**src/rtl/mult_seq_pkg.sv**
```systemverilog
// Shared types and default widths for the multiplier host sequencer.
package mult_seq_pkg;

  localparam int DATA_W_DEF = 16;
  localparam int RES_W_DEF  = 32;

  typedef enum logic [2:0] {
    ST_IDLE  = 3'd0,
    ST_START = 3'd1,
    ST_WAIT  = 3'd2,
    ST_RESP  = 3'd3,
    ST_FAULT = 3'd4
  } state_e;

endpackage

```
**src/rtl/mult_seq_watchdog.sv**
```systemverilog
// Start-to-done cycle counter for the sequencer; expired flags the TIMEOUT-th
// enabled cycle so a done arriving in that same cycle can still win.
module mult_seq_watchdog #(
  parameter int TIMEOUT = 64
) (
  input  logic clk,
  input  logic rst,
  input  logic clear,
  input  logic enable,
  output logic expired
);

  localparam int CW = $clog2(TIMEOUT + 1);

  logic [CW-1:0] cnt_q, cnt_d;

  always_comb begin
    cnt_d = cnt_q;
    if (clear) begin
      cnt_d = '0;
    end else if (enable && (cnt_q != CW'(TIMEOUT))) begin
      cnt_d = cnt_q + 1'b1;
    end
  end

  always_ff @(posedge clk) begin
    if (rst) begin
      cnt_q <= '0;
    end else begin
      cnt_q <= cnt_d;
    end
  end

  assign expired = enable && (cnt_q == CW'(TIMEOUT - 1));

endmodule

```
**src/rtl/mult_host_seq.sv**
```systemverilog
// Host sequencer: one operand pair in flight to the multiplier, result out on
// a valid/ready stream. Optional watchdog under MULT_SEQ_WATCHDOG_EN.
module mult_host_seq
  import mult_seq_pkg::*;
#(
  parameter int DATA_W  = DATA_W_DEF,
  parameter int RES_W   = RES_W_DEF,
  parameter int TIMEOUT = 64
) (
  input  logic              clk,
  input  logic              rst,
  input  logic              in_valid,
  output logic              in_ready,
  input  logic [DATA_W-1:0] in_a,
  input  logic [DATA_W-1:0] in_b,
  output logic              mul_start,
  output logic [DATA_W-1:0] mul_a,
  output logic [DATA_W-1:0] mul_b,
  input  logic              mul_done,
  input  logic [RES_W-1:0]  mul_res,
  output logic              out_valid,
  input  logic              out_ready,
  output logic [RES_W-1:0]  out_res,
  output logic              busy,
  output logic              err
);

  state_e            state_q, state_d;
  logic [DATA_W-1:0] mul_a_q, mul_a_d;
  logic [DATA_W-1:0] mul_b_q, mul_b_d;
  logic [RES_W-1:0]  out_res_q, out_res_d;
  logic              wd_expired;

`ifdef MULT_SEQ_WATCHDOG_EN
  mult_seq_watchdog #(
    .TIMEOUT(TIMEOUT)
  ) u_watchdog (
    .clk    (clk),
    .rst    (rst),
    .clear  (state_q == ST_START),
    .enable (state_q == ST_WAIT),
    .expired(wd_expired)
  );
  assign err = (state_q == ST_FAULT);
`else
  assign wd_expired = 1'b0;
  assign err        = 1'b0;
`endif

  always_comb begin
    state_d   = state_q;
    mul_a_d   = mul_a_q;
    mul_b_d   = mul_b_q;
    out_res_d = out_res_q;
    case (state_q)
      ST_IDLE: begin
        if (in_valid) begin
          mul_a_d = in_a;
          mul_b_d = in_b;
          state_d = ST_START;
        end
      end
      ST_START: state_d = ST_WAIT;
      ST_WAIT: begin
        // done takes priority over a watchdog expiry in the same cycle
        if (mul_done) begin
          out_res_d = mul_res;
          state_d   = ST_RESP;
        end else if (wd_expired) begin
          state_d = ST_FAULT;
        end
      end
      ST_RESP: begin
        if (out_ready) begin
          state_d = ST_IDLE;
        end
      end
      ST_FAULT: state_d = ST_FAULT;
      default:  state_d = ST_IDLE;
    endcase
  end

  always_ff @(posedge clk) begin
    if (rst) begin
      state_q   <= ST_IDLE;
      mul_a_q   <= '0;
      mul_b_q   <= '0;
      out_res_q <= '0;
    end else begin
      state_q   <= state_d;
      mul_a_q   <= mul_a_d;
      mul_b_q   <= mul_b_d;
      out_res_q <= out_res_d;
    end
  end

  assign in_ready  = (state_q == ST_IDLE);
  assign mul_start = (state_q == ST_START);
  assign out_valid = (state_q == ST_RESP);
  assign busy      = (state_q != ST_IDLE);
  assign mul_a     = mul_a_q;
  assign mul_b     = mul_b_q;
  assign out_res   = out_res_q;

endmodule

```
**config.mk**
```make
export PLATFORM = sky130hd
export DESIGN_NAME = mult_host_seq
export DESIGN_NICKNAME = d
export VERILOG_FILES = /design/src/rtl/mult_seq_pkg.sv /design/src/rtl/mult_seq_watchdog.sv /design/src/rtl/mult_host_seq.sv
export SDC_FILE = /design/constraint.sdc
export NUM_CORES = 1
export LEC_CHECK = 0
export ABC_AREA = 1
export CAP_MARGIN = 15
export CORE_MARGIN = 2
export CORE_UTILIZATION = 42
export CTS_CLUSTER_SIZE = 40
export DETAILED_ROUTE_END_ITERATION = 6
export PLACE_DENSITY = 0.83
export SLEW_MARGIN = 20
export SYNTH_ARGS = -nofsm -noshare
export SYNTH_HDL_FRONTEND = slang
export SYNTH_HIERARCHICAL = 1
export SYNTH_SLANG_ARGS = --single-unit
```
**constraint.sdc**
```tcl
create_clock -name clk -period 2.8 [get_ports clk]
set_input_delay 0.7 -clock clk [delete_from_list [all_inputs] [get_ports clk]]
set_output_delay 0.7 -clock clk [all_outputs]
set_load 0.03 [all_outputs]
```
; ---- Word-level counts from Yosys, hierarchy flattened
; Cells that the tools add are included.
[op_classes]
n_eq_ne = 7
muxes = 4
reduce_logical = 5
[ops]
columns = operator, n
row1 = $pmux 3 s5, 1
row2 = $mux 3, 3
row3 = $eq 3x2->1 const B, 2
row4 = $ne 2x2->1 const B, 2
row5 = $reduce_and 2->1, 2
row6 = $eq 3x1->1 const B, 1
row7 = $eq 3x3->1 const B, 1
row8 = $logic_not 3->1, 1
row9 = $reduce_and 3->1, 1
row10 = $reduce_bool 3->1, 1
row11 = $ne 2x1->1 const B, 1
[word_totals]
reg_bits = 67
in_bits = 69
output_inout_bits = 69
word_cells = 20

; ---- Depth between registers and ports, before layout
[depth]
ltp_word = 3
depth_mapped = 7
depth_no_buf = 7

; ---- Worst setup path before layout
; Ideal clock, no wire load.
[synth_timing]
path_kind = register to output
start = register state_q[0]
end = output mul_start
arrival_ns = 1.128
required_ns = 2.100
slack_ns = 0.972
stages_incl_launch_ff = 3
path_buffers = 0
cell_sequence = dfxtp_1 > inv_1 > nor3_1
[synth_between]
elab_chain_len = 1
[synth_lines]
columns = item, line_no
row1 = from (decl), mult_host_seq.sv:28  ; state_e state_q, state_d;
row2 = from (signal assigned), mult_host_seq.sv:90  ; state_q <= state_d;
row3 = $eq 3x1->1, mult_host_seq.sv:98  ; assign mul_start = (state_q == ST_START);
row4 = to (decl), mult_host_seq.sv:16  ; output logic mul_start,
; No other way between the ends.

; ---- Final worst setup path
[layout_timing]
start = register state_q[1]
end = output in_ready
[layout_between]
elab_chain_len = 1
[layout_lines]
columns = item, line_no
row1 = $logic_not 3->1, mult_host_seq.sv:97  ; assign in_ready = (state_q == ST_IDLE);
row2 = to (decl), mult_host_seq.sv:13  ; output logic in_ready,
; No other way between the ends.

==> out/metrics.cfg <==
[timing]
fin_setup_tns_ns = 0
period_share_pct = 93.8
worst_pin_slew_ns = 0.575
fin_skew_ns = 0.00653
fin_ws_ns = 0.174
clock.fmax_ghz = 0.381
finalSetupViolCount = 0
fin_hold_ws_ns = 0.443
max_slew_margin_pct = 61.7
post-route-min-period_ns = 2.63
rsz0062_at_grt = false
finalHoldViolCount = 0
final_max_slew_viol_count = 0

[pwr]
ir_drop_uv = 459
leakagePower_nw = 1.50
seq_power_share_pct = 39.1
p_per_area_nw_per_um2 = 715
switching_power_mw = 1.01
swShare_pct = 34.5
p_int_mw = 1.91
p_comb_share_pct = 33.3
clock_power_share_pct = 27.6

[clocking]
clk_latency_ns = 0.33
cts_buffer_depth = 2
cts-buffers-inserted = 9
cts_tree = yes
clockRootBuffer = clkbuf_8
hold_buffers = 0
post_cts_buffers = 0
clock_sinks = 67
cts_resized = 0
clk_transition_reported_paths_ns = 0.07
htree_levels = 3

[setup_path]
critPathKind = reg -> out
critPathLaunch = state_q[1]
cp_max_fo = 16
worstPathCellList = nor2_2 > inv_2 > nor2_8 > clkdlybuf4s50_1
r2r-start = state_q[2]
endpoint_kind = primary output
slowest_delay_ns = 0.72
r2r-end = out_res[6]
cp.arrival_ns = 1.93
cp-start-kind = flop
critPathSlowestCell = clkdlybuf4s50_1
cp.required_ns = 2.10
reg2reg_slack_ns = 1.16
rr_worst_depth = 4
endpoint = in_ready

[cells_and_area]
fin_util_pct = 68.9
diodes = 0
stdcell_area_um2 = 4080
post_route_cells_drive_above_1_share_pct = 5.83
synthToLayoutAreaGrowth_pct = 58.9
finalNetCount = 510

[floorplan]
die_w_um = 82.2
rows = 28
core_um2 = 5920
chipHeight_um = 82.2
ioPinCount = 138
die_area_um2 = 6760
floorplan.initialDensity_pct = 43.4

[route]
dr.pass1.iters = 4
routed.top_layer = met4
routed_wl_um = 6690
drtAntennaViolNets = 0
wl_per_cell_um = 12.8
dr_wl_met2_um = 3230
wirelength_met1_um = 2640
drt_iter0_drc = 72
via_per_inst = 4.80
met3_length_um = 712
drc = 0
dr_total_vias = 2500

[yosys]
yosysSeqAreaShare_pct = 52.2
ys.warnings.count = 6
syn-cell-area_um2 = 2570
synth_top_area_share_pct = 52.2
synth_most_common_cell = dfxtp_1
synth_commonest_cells = 67 x dfxtp_1, 65 x a21oi_1, 39 x inv_1
synth-seq-cells = 67
post_synth.cell_area_avg_um2 = 8.18
synth_top_area_cell = dfxtp_1
ys_types = 22
async_flop_share_pct = 0
synthCells = 314
yosys-top-cells-area = dfxtp_1 52%, a21oi_1 13%, nand3_1 6.8%
synthFlopType = dfxtp_1
synth-edff-count = 0
synth_nets = 383

[flow_run]
max-cap-violations = 0

[global_route]
grt.overflow.total = 0
grt_antenna_before_repair = 0
grt_max_degree = 65
grt_pass1_vias = 2227
grt_use_total_pct = 19.6
grt_pass1_wl_um = 10000

[hold_path]
worstHoldPathCells = 2
worstHoldPathType = reg -> reg

[placed_design]
post-dp-hpwl_um = 4660
place_ws_ns = 0.518
port-buffer-count = 136
place.gp.congestion = 0.820
placed_area_um2 = 3880

[outcome]
status = complete, no violations

## metrics by stage
step	cells	power [mW]
4_1_cts	521	2.96
2_1_floorplan	314	1.78
3_5_place_dp	505	2.14
6_report	521	2.92
5_1_grt	521	3.07
3_3_place_gp	505	2.12
## state kept, by name, indices dropped and copies added, names as in the netlist
| signal | count |
|---|---|
| mul_a | 16 |
| mul_b | 16 |
| out_res | 32 |
| state_q | 3 |
## routing by layer
metal	track usage, %	vias to the layer above
met5	0	-
met4	9.67	0
met3	7.72	11
met2	32.8	111
met1	21.6	1101
li1	-	1277
## power by group through the flow
stage | combinational, mW | clock, mW | sequential [mW]
after floorplan | 0.409 | 0 | 1.37
after global placement | 0.965 | 0 | 1.15
after detailed placement | 0.979 | 0 | 1.16
after CTS | 0.983 | 0.831 | 1.14
after global routing | 1.05 | 0.868 | 1.16
final | 0.973 | 0.805 | 1.14
## worst min-delay path by stage
stage / slack, ns / startpoint / endpoint
4_1_cts: 0.45 / out_res[9] / out_res[9]
3_5_place_dp: 0.43 / out_res[9] / out_res[9]
3_3_place_gp: 0.43 / out_res[28] / out_res[28]
2_1_floorplan: 0.57 / out_res[0] / out_res[0]
6_report: 0.44 / out_res[27] / out_res[27]
5_1_grt: 0.46 / out_res[8] / out_res[8]
## critical path: cells and delay by family (launching register included)
kind	cells	cell delay, ns
buffers and inverters	2	0.81
AND/OR/NAND/NOR	2	0.41
flip-flops	1	0.37
## cells in the final DEF (no fill, tap or decap), types with 2 or more instances in the layout
cell type / n
buf_4: 4
clkinv_2: 2
nand3_1: 35
o21ai_1: 3
clkdlybuf4s50_1: 136
nor2_1: 5
o21ai_0: 29
nor3_1: 2
inv_1: 39
clkinv_4: 2
nand2_1: 38
clkbuf_8: 10
dfxtp_1: 67
a21oi_1: 65
## area by class of cell
| type | count | area (µm²) |
|---|---|---|
| timing repair buffer | 140 | 1390 |
| multi-input combinational | 183 | 902 |
| clock inverter | 6 | 65.1 |
| fill | 497 | 1840 |
| clock buffer | 10 | 138 |
| tap | 75 | 93.8 |
| sequential | 67 | 1340 |
| inverter | 40 | 150 |
## logic make-up after synthesis
| group | count (synthesis) | share of synthesized area [%] |
|---|---|---|
| and+or+nand+nor | 85 | 16.1 |
| DFF | 67 | 52.2 |
| AOI/OAI and AO/OA | 97 | 18.9 |
| other | 1 | 0.146 |
| buffers and inverters | 64 | 12.7 |
Note: power is estimated with default switching activity, not from simulation.
